`src/rtl/meter_credit_counter.sv`:
```
// Parking-meter time-credit counter: edge-triggered adds/presets, 1 s decrement, saturation, status/blink.
// Optional BCD image of count when METER_BCD_OUT_EN is defined; otherwise bcd/bcd_valid are tied low.
module meter_credit_counter #(
  parameter int unsigned WIDTH      = 14,
  parameter int unsigned MAX_COUNT  = 9999,
  parameter int unsigned TICK_DIV   = 100000000,
  parameter int unsigned ADD0       = 10,
  parameter int unsigned ADD1       = 180,
  parameter int unsigned ADD2       = 200,
  parameter int unsigned ADD3       = 550,
  parameter int unsigned PRESET_A   = 10,
  parameter int unsigned PRESET_B   = 205,
  parameter int unsigned LOW_THRESH = 200
) (
  input  logic             clk,
  input  logic             reset,
  input  logic [3:0]       add,
  input  logic             preset_a,
  input  logic             preset_b,
  output logic [WIDTH-1:0] count,
  output logic             expired,
  output logic             low,
  output logic             blink,
  output logic [15:0]      bcd,
  output logic             bcd_valid
);

  localparam int unsigned DIVW = (TICK_DIV > 2) ? $clog2(TICK_DIV) : 2;
  localparam int unsigned SUMW = WIDTH + 2;

  logic [5:0]      in_now;
  logic [5:0]      in_s;
  logic [5:0]      in_p;
  logic [5:0]      held;
  logic [5:0]      edges;
  logic [DIVW-1:0] div;
  logic            tick;
  logic            half;
  logic            phase_off;
  logic            odd_sec;
  logic            dec;
  logic [SUMW-1:0] addsum;
  logic [SUMW-1:0] nxt;
  logic [WIDTH-1:0] sat;

  assign in_now = {preset_b, preset_a, add};
  // Levels already high while reset is asserted stay masked until they are seen low.
  assign edges  = in_s & ~in_p & ~held;

  assign tick = (div == DIVW'(TICK_DIV - 1));
  assign half = (div == DIVW'(TICK_DIV / 2 - 1));
  assign dec  = tick && (count != '0);

  always_comb begin
    addsum = '0;
    if (edges[0]) addsum = addsum + SUMW'(ADD0);
    if (edges[1]) addsum = addsum + SUMW'(ADD1);
    if (edges[2]) addsum = addsum + SUMW'(ADD2);
    if (edges[3]) addsum = addsum + SUMW'(ADD3);
    nxt = SUMW'(count) + addsum - SUMW'(dec);
    sat = (nxt > SUMW'(MAX_COUNT)) ? WIDTH'(MAX_COUNT) : nxt[WIDTH-1:0];
  end

  always_ff @(posedge clk) begin
    if (reset) begin
      count     <= '0;
      in_s      <= '0;
      in_p      <= '0;
      held      <= in_now;
      div       <= '0;
      phase_off <= 1'b0;
      odd_sec   <= 1'b0;
    end else begin
      in_s <= in_now;
      in_p <= in_s;
      held <= held & in_now;
      if (edges[5] || edges[4]) begin
        count     <= edges[5] ? WIDTH'(PRESET_B) : WIDTH'(PRESET_A);
        div       <= '0;
        phase_off <= 1'b0;
        odd_sec   <= 1'b0;
      end else begin
        count <= sat;
        div   <= tick ? '0 : div + 1'b1;
        if (tick || half) phase_off <= ~phase_off;
        if (tick)         odd_sec   <= ~odd_sec;
      end
    end
  end

  assign expired = (count == '0);
  assign low     = !expired && (count < WIDTH'(LOW_THRESH));

  always_comb begin
    blink = 1'b1;
    if (expired)  blink = ~phase_off;
    else if (low) blink = ~phase_off & ~odd_sec;
  end

`ifdef METER_BCD_OUT_EN
  localparam int unsigned CNTW = $clog2(WIDTH + 1);

  typedef enum logic [1:0] {IDLE, SHIFT, DONE} bcd_state_t;

  bcd_state_t      state;
  logic [WIDTH-1:0] bin_sh;
  logic [WIDTH-1:0] last;
  logic [15:0]     acc;
  logic [15:0]     bcd_q;
  logic            valid_q;
  logic            have;
  logic [CNTW-1:0] bitcnt;

  function automatic logic [15:0] adj3(input logic [15:0] a);
    logic [15:0] r;
    r = a;
    for (int unsigned i = 0; i < 4; i++) begin
      if (r[4*i +: 4] >= 4'd5) r[4*i +: 4] = r[4*i +: 4] + 4'd3;
    end
    return r;
  endfunction

  always_ff @(posedge clk) begin
    if (reset) begin
      state   <= IDLE;
      bin_sh  <= '0;
      last    <= '0;
      acc     <= '0;
      bcd_q   <= '0;
      valid_q <= 1'b0;
      have    <= 1'b0;
      bitcnt  <= '0;
    end else begin
      case (state)
        IDLE: begin
          if (!have || (count != last)) begin
            last    <= count;
            bin_sh  <= count;
            acc     <= '0;
            bitcnt  <= '0;
            valid_q <= 1'b0;
            have    <= 1'b1;
            state   <= SHIFT;
          end
        end
        SHIFT: begin
          {acc, bin_sh} <= {adj3(acc), bin_sh} << 1;
          bitcnt        <= bitcnt + 1'b1;
          if (bitcnt == CNTW'(WIDTH - 1)) state <= DONE;
        end
        DONE: begin
          // A result for a count that has since moved is dropped; IDLE restarts.
          if (count == last) begin
            bcd_q   <= acc;
            valid_q <= 1'b1;
          end
          state <= IDLE;
        end
        default: state <= IDLE;
      endcase
    end
  end

  assign bcd       = bcd_q;
  assign bcd_valid = valid_q && (count == last);
`else
  assign bcd       = 16'h0000;
  assign bcd_valid = 1'b0;
`endif

endmodule
```
`config.mk`:
```
export PLATFORM = sky130hd
export DESIGN_NAME = meter_credit_counter
export DESIGN_NICKNAME = d
export VERILOG_FILES = /design/src/rtl/meter_credit_counter.sv
export SDC_FILE = /design/constraint.sdc
export NUM_CORES = 1
export LEC_CHECK = 0
export ABC_AREA = 1
export BUFFER_PORTS_ARGS = -buffer_cell sky130_fd_sc_hd__clkbuf_2
export CAP_MARGIN = 15
export CELL_PAD_IN_SITES_DETAIL_PLACEMENT = 0
export CELL_PAD_IN_SITES_GLOBAL_PLACEMENT = 1
export CORE_UTILIZATION = 46
export CTS_CLUSTER_SIZE = 28
export DETAILED_ROUTE_END_ITERATION = 12
export PLACE_DENSITY = 0.87
export SYNTH_ARGS = -nofsm -noshare
export SYNTH_HDL_FRONTEND = slang
export SYNTH_SLANG_ARGS = --single-unit
export TNS_END_PERCENT = 30
```
`constraint.sdc`:
```
create_clock -name clk -period 8.3 [get_ports clk]
set_input_delay 1.245 -clock clk [delete_from_list [all_inputs] [get_ports clk]]
set_output_delay 1.245 -clock clk [all_outputs]
set_load 0.01 [all_outputs]
```
# Word-level counts from Yosys, hierarchy flattened
# Cells that the tools add are included.
# classes
bitwise_logic,8
order_cmp,2
n_eq_ne,2
n_reduce_logical,9
add_sub_neg,6
mux,10
# op_table
op,n
16-bit two-way mux,3
"16-bit by 8-bit adder with 16-bit output, second input constant",2
14-bit two-way mux,2
"27-bit by 1-bit adder with 27-bit output, second input constant",1
"27-bit by 26-bit == test with 1-bit output, second input constant",1
"27-bit == test, second input constant",1
6-bit AND,3
14-bit by 16-bit adder with 16-bit output,1
"16-bit by 10-bit adder with 16-bit output, second input constant",1
"16-bit by 14-bit greater-than comparator with 1-bit output, second input constant",1
16-bit by 1-bit subtractor with 16-bit output,1
14-bit logical NOT,1
"14-bit by 8-bit less-than comparator with 1-bit output, second input constant",1
14-bit nonzero test,1
6-bit NOT,2
8-bit two-way mux,1
6-bit two-way mux,1
4-bit two-way mux,1
3-bit OR reduction,1
1-bit logical AND,2
1-bit logical OR,2
1-bit two-way mux,2
1-bit NOT,2
2-bit OR reduction,1
2 further kinds,2
# word_totals
out_inout_bits,34
word_cells,44
inputBits,8
reg_bits,61

# Logic depth before layout (Yosys ltp)
# Gate-level depths: netlist (run 1).
# depth
word_depth,15
depth_mapped,26
depth_no_buf,26

# Worst setup path after synthesis (run 1)
# No wires, ideal clock.
# synth_path
kind,flip-flop to flip-flop
startpoint,reg held[1]
endpoint,reg count[0]
required_time_ns,8.185
t_arrival_ns,3.538
path_slack_ns,4.647
stages_incl_launch_ff,22
period_less_slack_ns,3.653
setup_time_ns,0.115
path_cell_list,dfxtp_1 -> nor3_1 -> inv_1 -> ha_1 -> o21ai_1 -> nor3_1 -> a21oi_1 -> o21ai_1 -> ha_1 -> inv_1 -> ha_1 -> nand2_2 -> inv_1 -> a21oi_2 -> nand3_2 -> a21oi_2 -> nor2_1 -> nor2_4 -> buf_8 -> nand3_2 -> nand2_1 -> nand2_1
# synth_via
elab_chain_len,12
# synth_rtl
element,line_no,text
from (decl),34,logic [5:0] held;
from (signal assigned),69,held <= in_now;
from (signal assigned),76,held <= held & in_now;
6-bit NOT (*),48,assign edges = in_s & ~in_p & ~held;
6-bit AND (*),48,
16-bit two-way mux (*),57,if (edges[1]) addsum = addsum + SUMW'(ADD1);
16-bit by 8-bit adder with 16-bit output,58,if (edges[2]) addsum = addsum + SUMW'(ADD2);
16-bit two-way mux (*),58,
16-bit by 10-bit adder with 16-bit output,59,if (edges[3]) addsum = addsum + SUMW'(ADD3);
16-bit two-way mux (*),59,
14-bit by 16-bit adder with 16-bit output (*),60,nxt = SUMW'(count) + addsum - SUMW'(dec);
16-bit by 1-bit subtractor with 16-bit output (*),60,
16-bit by 14-bit greater-than comparator with 1-bit output,61,sat = (nxt > SUMW'(MAX_COUNT)) ? WIDTH'(MAX_COUNT) : nxt[WIDTH-1:0];
14-bit two-way mux (*),61,
14-bit two-way mux (*),77,if (edges[5] || edges[4]) begin
to (signal assigned),78,count <= edges[5] ? WIDTH'(PRESET_B) : WIDTH'(PRESET_A);
to (signal assigned),83,count <= sat;
to (decl),20,"output logic [WIDTH-1:0] count,"
# Every way passes the cells marked *; elsewhere a longest branch is shown, timed or not.
# A chain may end at the register's enable or synchronous reset.

# Final worst setup path (run 1)
# layout_path
startpoint,reg held[1]
endpoint,reg count[9]
# Same word-level chain as after synthesis.

==> flow_summary.toml, run 1 <==
[clocking]
cts_resized = 0
cts_buffers = 9
clockRootBuffer = "clkbuf_8"
clock_sinks = 61
clk_pin_slew_worst_paths_ps = 70
hold_buffers = 0
clock_latency_ps = 330
cts.path.max_buffers = 2
tritoncts = "built"
htreeDepth = 3
cts_setup_buffers = 0

[sta]
final_hold_viol_count = 0
fin_crit_ps = 4180
setup_violations = 0
clock_skew_ps = 9.48
setup_tns_ps = 0
fmax_mhz = 239
slew_headroom = 0.412
slew_viol_final = 0
finalCritPeriodShare = 0.504
rsz0062_at_grt = "no"
tightestPinTransition_ps = 876

[placement]
io_buffers = 24
placed_cells = 741
gp_congestion = 0.812
dpl.hpwl_mm = 7.15

[detailed_routing]
drcViolationCount = 12
post_drt_via_cell_ratio = 4.74
dr.pass1.iters = 8
dr.first_iter.drc_count = 139
routedWlPerCell_um = 11.5
drt-total-wl_mm = 8.67
vias = 3585
postRouteAntennaNets = 0

[power]
vdd_drop_max_uv = 165
p_leak_nw = 2.35
p_seq_frac = 0.204
power.internal_w = 0.000863
p_clk_frac = 0.146
switching_power_w = 0.000897
switching_share = 0.510
comb_power_share = 0.650
powerDensity_nw_per_um2 = 384

[worst_hold_path]
min_from = "in_s[5]"
hold_path_depth = 2
hold_path_end = "in_p[5]"
hold_path_class = "reg -> reg"

[synth]
synthTopCellsByCount = "inv_1 (135), nand2_1 (119), nor2_1 (64)"
yosys_warnings = 0
ys_types = 38
avgSynthCellArea_um2 = 6.87
yosysMostFrequentCell = "inv_1"
synth_seq_cells = 61
syn_area_um2 = 4230
synthArstFlopShare = 0
synth_top_area_cell = "dfxtp_1"
synth.top_cells.by_area = "dfxtp_1 (29%), inv_1 (12%), nand2_1 (11%), ha_1 (10%), nor2_1 (5.7%)"
synth-edff-count = 0
netlist_instances = 615
synth_top_area_frac = 0.289
synth_seq_area_share = 0.289
ys.flop_type = "dfxtp_1"

[critical_path]
timing.rr.start = "held[1]"
worstPathMaxFanout = 11
crit_type = "reg -> reg"
startpoint_type = "flip-flop"
reg2regPathDepth = 20
arrival_ps = 4410
slowest_delay_ps = 630
cp_cell_sequence = "nor3_1 > inv_1 > ha_1 > o21ai_1 > nor3_1 > a21oi_1 > o21ai_1 > ha_1 > inv_1 > ha_1 > nand2_2 > inv_1 > a21oi_2 > nand3_2 > a21oi_2 > nor2_1 > nor2_4 > nand3_2 > nand2_1 > inv_1"
cp-end-kind = "flip-flop"
crit_slowest_cell = "nor3_1"
crit_required_ps = 8530
rrSetupSlack_ps = 4120
cpMostUsedCell = "inv_1"
r2r_end = "count[9]"

[status]
violations = "design-rule violations"
status = "complete, but fails checks"

[global_route]
grt_max_degree = 20
grt_pass1_vias = 3515
grt_pass1_wl_mm = 15.2
overflow = 0
antenna_found_initial = 0
grtUsageTotal = 0.197

[floorplanning]
io_pins = 42
die_w_um = 97.9
coreArea_um2 = 8810
die-height_um = 97.9
start_util = 0.480
die-area_um2 = 9580
std_cell_rows = 34

[final_layout]
multi_input_area_um2 = 2390
antenna_cells = 0
stdcell_count = 757
seq_area_um2 = 1220
layout.nets = 688
fill_cells = 895
area_growth_pct = 8.35
layout-drive-gt1-share = 0.148

[flow_run]
drv_cap = 0
routing by layer:
metal  routed length [um]  track usage  vias up
met1                 4040        0.229     1595
met4                  135       0.0839        0
met3                  264       0.0365        8
met5                    0            0        -
li1                     -            -     1928
met2                 4240        0.353       54
cells by family after synthesis:
logic type	share of synthesized area
fa+ha+maj	0.108
xor+xnor	0.0332
buf+inv	0.160
other cells	0.000887
flops	0.289
compound gates	0.0592
simple gates	0.349
worst max-delay path by stage:
stage	from	endpoint
5_1_grt	in_s[1]	count[9]
3_5_place_dp	held[1]	count[1]
3_3_place_gp	held[1]	count[10]
2_1_floorplan	held[1]	count[0]
4_1_cts	held[1]	count[0]
6_report	held[1]	count[9]
state kept, by name, summed over array words and instances, names as in the netlist:
name / flops
held: 6
odd_sec: 1
count: 14
in_p: 6
div: 27
in_s: 6
phase_off: 1
through the flow:
stage,area (um^2),worst slack (ps),hold slack (ps),total power [W],util
after global placement,4380,4320,417,0.00148,0.498
after CTS,4580,4120,432,0.00177,0.520
final,4580,4120,429,0.00176,0.520
after floorplan,4290,4650,411,0.00129,-
after global routing,4580,3690,457,0.00194,0.520
after detailed placement,4380,4160,420,0.00151,0.498
cells in the final DEF, fill, tap and decap left out, types with 2 or more instances in the layout:
master,synthesis,routed
a21oi_2,3,3
a21oi_1,20,20
nor3_1,11,11
o21ai_0,12,12
clkbuf_8,0,9
o21ai_1,3,3
a31oi_1,2,2
nand2_4,2,2
o21a_1,2,2
nor2_2,4,4
xnor2_1,8,8
nand4_1,15,15
conb_1,1,17
nand3_1,29,29
ha_1,35,35
or2_2,4,4
nor3_2,10,10
nor4_1,4,4
dfxtp_1,61,61
nor2_1,64,64
clkbuf_2,0,24
xor2_1,8,8
nand3_2,12,12
nor2_4,4,4
nand3b_1,3,3
inv_1,135,135
nand2_1,119,119
clkinv_4,0,2
nand2_2,13,13
clkinv_2,0,2
worst max-delay path: cells and delay by family (launching register included):
| kind | cells | cell delay (ps) |
|---|---|---|
| DFF | 1 | 310 |
| buffers and inverters | 4 | 360 |
| adders and majority gates | 3 | 1060 |
| AOI/OAI and AO/OA | 5 | 780 |
| and+or+nand+nor | 8 | 1550 |
final cells by class:
cell class | instances | share of cell area
timing repair buffer | 25 | 0.0279
sequential | 61 | 0.267
multi-input combinational | 411 | 0.521
inverter | 136 | 0.111
tap | 108 | 0.0295
clock inverter | 7 | 0.0161
clock buffer | 9 | 0.0270
power by group through the flow:
| stage | clock, W | combinational [W] | sequential, W |
|---|---|---|---|
| 2_1_floorplan | 0 | 0.000919 | 0.000372 |
| 3_3_place_gp | 0 | 0.00111 | 0.000367 |
| 3_5_place_dp | 0 | 0.00114 | 0.000366 |
| 4_1_cts | 0.000269 | 0.00114 | 0.000360 |
| 5_1_grt | 0.000280 | 0.00129 | 0.000363 |
| 6_report | 0.000257 | 0.00114 | 0.000359 |
No activity file was read; power rests on OpenSTA's default activity.
==> run 2, diff against run 1 <==
- CORE_UTILIZATION: 46 -> 43
- PLACE_DENSITY: 0.87 -> 0.82
- clock period: 8.3 -> 4.3 ns (I/O delays scaled with it)
==> run 2 against run 1 <==
  * The run now ends clean
  * Critical path depth up 2
  * Die area up 6.8%
  * Global-route usage down 0.91 points
  * First-iteration DRC count down 28%
  * Register-to-register slack worse by 3600 ps
  * Maximum frequency up 11%
  * Wire length down 0.97%
  * Core utilization down 2.9 points
  * Critical path type unchanged
  * Cell count up 3.0%
  * Sequential power up 93%
==> flow_summary.toml, run 2 (synthesized netlist as in run 1, its figures left out) <==
[floorplanning]
die_w_um = 101
io_pins = 42
std_cell_rows = 35
die-area_um2 = 10200
coreArea_um2 = 9370
die-height_um = 101
start_util = 0.451

[detailed_routing]
vias = 3612
postRouteAntennaNets = 0
drcViolationCount = 0
routedWlPerCell_um = 11.0
dr.first_iter.drc_count = 100
post_drt_via_cell_ratio = 4.63
dr.pass1.iters = 4
drt-total-wl_mm = 8.59

[clocking]
htreeDepth = 3
clockRootBuffer = "clkbuf_8"
clk_pin_slew_worst_paths_ps = 80
cts.path.max_buffers = 2
cts_setup_buffers = 0
clock_sinks = 61
cts_resized = 0
hold_buffers = 0
cts_buffers = 9
clock_latency_ps = 350
tritoncts = "built"

[status]
status = "finished, final reports clean"

[critical_path]
crit_buf_inv = 4
startpoint_type = "flip-flop"
cp_cell_sequence = "nor3_2 > inv_1 > ha_1 > o21ai_1 > nor3_1 > nor2_1 > xor2_1 > ha_1 > inv_1 > ha_1 > nand2_1 > nand2_1 > inv_1 > nand2_1 > nand2_2 > nand3_2 > a21oi_2 > nor2_1 > nor2_4 > nand3_2 > nand2_1 > inv_1"
slowest_delay_ps = 350
worstPathMaxFanout = 11
crit_slowest_cell = "ha_1"
crit_required_ps = 4550
crit_family = "simple AND/OR/NAND/NOR gates"
crit_type = "reg -> reg"
arrival_ps = 4000
cp-end-kind = "flip-flop"

[placement]
io_buffers = 24
placed_cell_area_um2 = 4420
pre_cts_ws_ps = 562
gp_congestion = 0.840
dpl.hpwl_mm = 7.04

[sta]
fin_crit_ps = 3760
final_hold_viol_count = 0
finalCritPeriodShare = 0.874
fmax_mhz = 266
whs_ps = 427
setup_tns_ps = 0
clock_skew_ps = 12.0
tightestPinTransition_ps = 556
rsz0062_at_grt = "no"
setup_violations = 0
slew_viol_final = 0
setup_slack_ps = 543
slew_headroom = 0.629

[power]
vdd_drop_max_uv = 286
powerDensity_nw_per_um2 = 725
p_leak_nw = 2.35
power.total_w = 0.00334

[final_layout]
final_common_cell = "inv_1"
largest-register = "div"
area_growth_pct = 8.97
layout.nets = 690
design_area_um2 = 4610
antenna_cells = 0
top_regs = "div x27, count x14"
layout-drive-gt1-share = 0.151
most-common-layout-cells = "inv_1 (135), nand2_1 (119), nor2_1 (64)"
largest_reg_flops = 27

[global_route]
overflow = 0
grt_max_degree = 20
antenna_found_initial = 0
grt_pass1_vias = 3457
grt_pass1_wl_mm = 15.1
grtUsageTotal = 0.188

[worst_hold_path]
hold_path_class = "reg -> reg"

[flow_run]
drv_cap = 0
[run 2: final cells by class]
class | instances | area, um^2
Clock buffer | 9 | 124
Inverter | 136 | 510
Tap cell | 129 | 161
Clock inverter | 7 | 58.8
Timing Repair Buffer | 27 | 143
Fill cell | 995 | 4770
Multi-Input combinational cell | 411 | 2390
Sequential cell | 61 | 1220
[run 2: metrics by stage]
step	cells	util
after CTS	780	0.491
after global routing	780	0.491
after detailed placement	764	0.472
after global placement	764	0.472
after floorplan	631	-
final	780	0.491
[run 2: where the power goes]
part	switching, W	internal, W
clock network	0.000250	0.000215
logic	0.00143	0.000754
registers	0.0000528	0.000641
[run 2: final timing paths]
kind	slack, ps	endpoint	from	cells past startpoint
worst max-delay path	540	count[3]	held[0]	22
worst min-delay path	430	in_p[4]	in_s[4]	2
worst max register to register	540	count[3]	held[0]	22
worst min register to register	430	in_p[4]	in_s[4]	2
[run 2: worst register-to-register path: cells and delay by family (launching register included)]
family	cells	cell delay (ps)
adders and majority gates	3	970
buffers and inverters	4	340
DFF	1	320
xor gates and xnor gates	1	150
AOI/OAI and AO/OA	2	280
and+or+nand+nor	12	1630
[run 2: metal layers]
| metal | wire [um] | GRT usage | part of all wire |
|---|---|---|---|
| met2 | 4180 | 0.334 | 0.49 |
| met4 | 110 | 0.0669 | 0.013 |
| met1 | 4090 | 0.231 | 0.48 |
| met3 | 200 | 0.0283 | 0.023 |
| met5 | 0 | 0 | 0 |
==> run 3, diff against run 2 <==
- BUFFER_PORTS_ARGS: -buffer_cell sky130_fd_sc_hd__clkbuf_2 -> -buffer_cell sky130_fd_sc_hd__buf_2
==> run 3 against run 2 <==
  * Global-route usage is 0.21 points lower
  * Register-to-register slack hardly changed
  * Worst setup slack improved by 5.9 ps
==> flow_summary.toml, run 3 (synthesized netlist as in run 1, its figures left out) <==
[global_route]
grt_pass1_vias = 3491
overflow = 0
grt_max_degree = 20
grt_pass1_wl_mm = 15.1
antenna_found_initial = 0
grtUsageTotal = 0.186

[power]
powerDensity_nw_per_um2 = 726
p_clk_frac = 0.139
switching_share = 0.518
comb_power_share = 0.654
power.internal_w = 0.00161
vdd_drop_max_uv = 355
p_leak_nw = 2.35
switching_power_w = 0.00173
p_seq_frac = 0.207

[floorplanning]
die_w_um = 101
io_pins = 42
die-area_um2 = 10200
std_cell_rows = 35
die-height_um = 101
coreArea_um2 = 9370
start_util = 0.451

[critical_path]
crit_slowest_cell = "ha_1"
crit_required_ps = 4550
cp_cell_sequence = "nor3_2 > inv_1 > ha_1 > o21ai_1 > nor3_1 > a21oi_1 > o21ai_1 > ha_1 > inv_1 > ha_1 > nand2_2 > inv_1 > a21oi_2 > nand3_2 > a21oi_2 > nor2_1 > nor2_4 > nand3b_1 > nand2_1 > inv_1"
startpoint_type = "flip-flop"
cpMostUsedCell = "inv_1"
worstPathMaxFanout = 11
cp-end-kind = "flip-flop"
slowest_delay_ps = 350
crit_type = "reg -> reg"
arrival_ps = 4000
crit_buf_inv = 4
crit_family = "simple AND/OR/NAND/NOR gates"

[flow_run]
drv_cap = 0

[sta]
whs_ps = 436
slew_viol_final = 0
rsz0062_at_grt = "no"
fmax_mhz = 267
slew_headroom = 0.631
clock_skew_ps = 11.0
setup_tns_ps = 0
tightestPinTransition_ps = 553
setup_violations = 0
fin_crit_ps = 3750
final_hold_viol_count = 0
finalCritPeriodShare = 0.872

[clocking]
clock_latency_ps = 340
cts.path.max_buffers = 2
cts_setup_buffers = 0
clockRootBuffer = "clkbuf_8"
clk_pin_slew_worst_paths_ps = 80
hold_buffers = 0
cts_resized = 0
cts_buffers = 9
clock_sinks = 61
tritoncts = "built"
htreeDepth = 3

[status]
status = "finished, final reports clean"

[final_layout]
area_growth_pct = 8.97
layout.nets = 690
antenna_cells = 0
largest-register = "div"
final_common_cell = "inv_1"
most-common-layout-cells = "inv_1 (135), nand2_1 (119), nor2_1 (64)"
top_regs = "div x27, count x14"
layout-drive-gt1-share = 0.151
largest_reg_flops = 27

[detailed_routing]
dr.first_iter.drc_count = 120
post_drt_via_cell_ratio = 4.63
dr.pass1.iters = 4
vias = 3610
drt-total-wl_mm = 8.74
drcViolationCount = 0
postRouteAntennaNets = 0
routedWlPerCell_um = 11.2

[placement]
gp_congestion = 0.858
io_buffers = 24
dpl.hpwl_mm = 7.08

[worst_hold_path]
hold_path_class = "reg -> reg"
[run 3: changes by cell type in the layout (fill, tap and decap cells not counted), sizes merged]
cell / before / now
buf: 3 / 27
clkbuf: 33 / 9
[run 3: tightest hold or removal path: stages (launching register included)]
cell,delay (ps)
dfxtp_1,300
inv_1,60
nor2_1,40
[run 3: path summary, 6_finish.rpt]
| kind | startpoint | endpoint | slack [ps] | cells past startpoint |
|---|---|---|---|---|
| hold / removal | in_s[4] | in_p[4] | 440 | 2 |
| setup / recovery | held[0] | count[10] | 550 | 20 |
| hold reg to reg | in_s[4] | in_p[4] | 440 | 2 |
| setup reg to reg | held[0] | count[10] | 550 | 20 |
[run 3: power groups by stage]
| stage | clock network (W) | logic, W | registers, W |
|---|---|---|---|
| 5_1_grt | 0.000504 | 0.00250 | 0.000697 |
| 3_5_place_dp | 0 | 0.00218 | 0.000705 |
| 6_report | 0.000465 | 0.00219 | 0.000691 |
| 4_1_cts | 0.000481 | 0.00220 | 0.000691 |
| 2_1_floorplan | 0 | 0.00177 | 0.000719 |
| 3_3_place_gp | 0 | 0.00217 | 0.000705 |
[run 3: per-layer routing]
metal,vias to the layer above,global-route usage,part of all wire
met5,-,0,0
met4,0,0.0736,0.014
met3,12,0.0221,0.017
met2,35,0.337,0.49
met1,1635,0.223,0.48
li1,1928,-,-
[run 3: area by class of cell]
| type | count | area (um^2) |
|---|---|---|
| clock buffers | 9 | 124 |
| fillers | 998 | 4770 |
| inverters | 136 | 510 |
| multi-input cells | 411 | 2390 |
| well taps | 129 | 161 |
| repair buffers | 27 | 143 |
| flip-flops and latches | 61 | 1220 |
| clock inverters | 7 | 58.8 |
[run 3: stage by stage]
| stage | utilization | cell area, um^2 | instances | setup WS [ps] | total power [W] |
|---|---|---|---|---|---|
| floorplan | - | 4290 | 631 | 647 | 0.00249 |
| global placement | 0.472 | 4420 | 764 | 724 | 0.00287 |
| detailed placement | 0.472 | 4420 | 764 | 576 | 0.00289 |
| CTS | 0.491 | 4610 | 780 | 532 | 0.00338 |
| global route | 0.491 | 4610 | 780 | 221 | 0.00370 |
| finish | 0.491 | 4610 | 780 | 549 | 0.00334 |
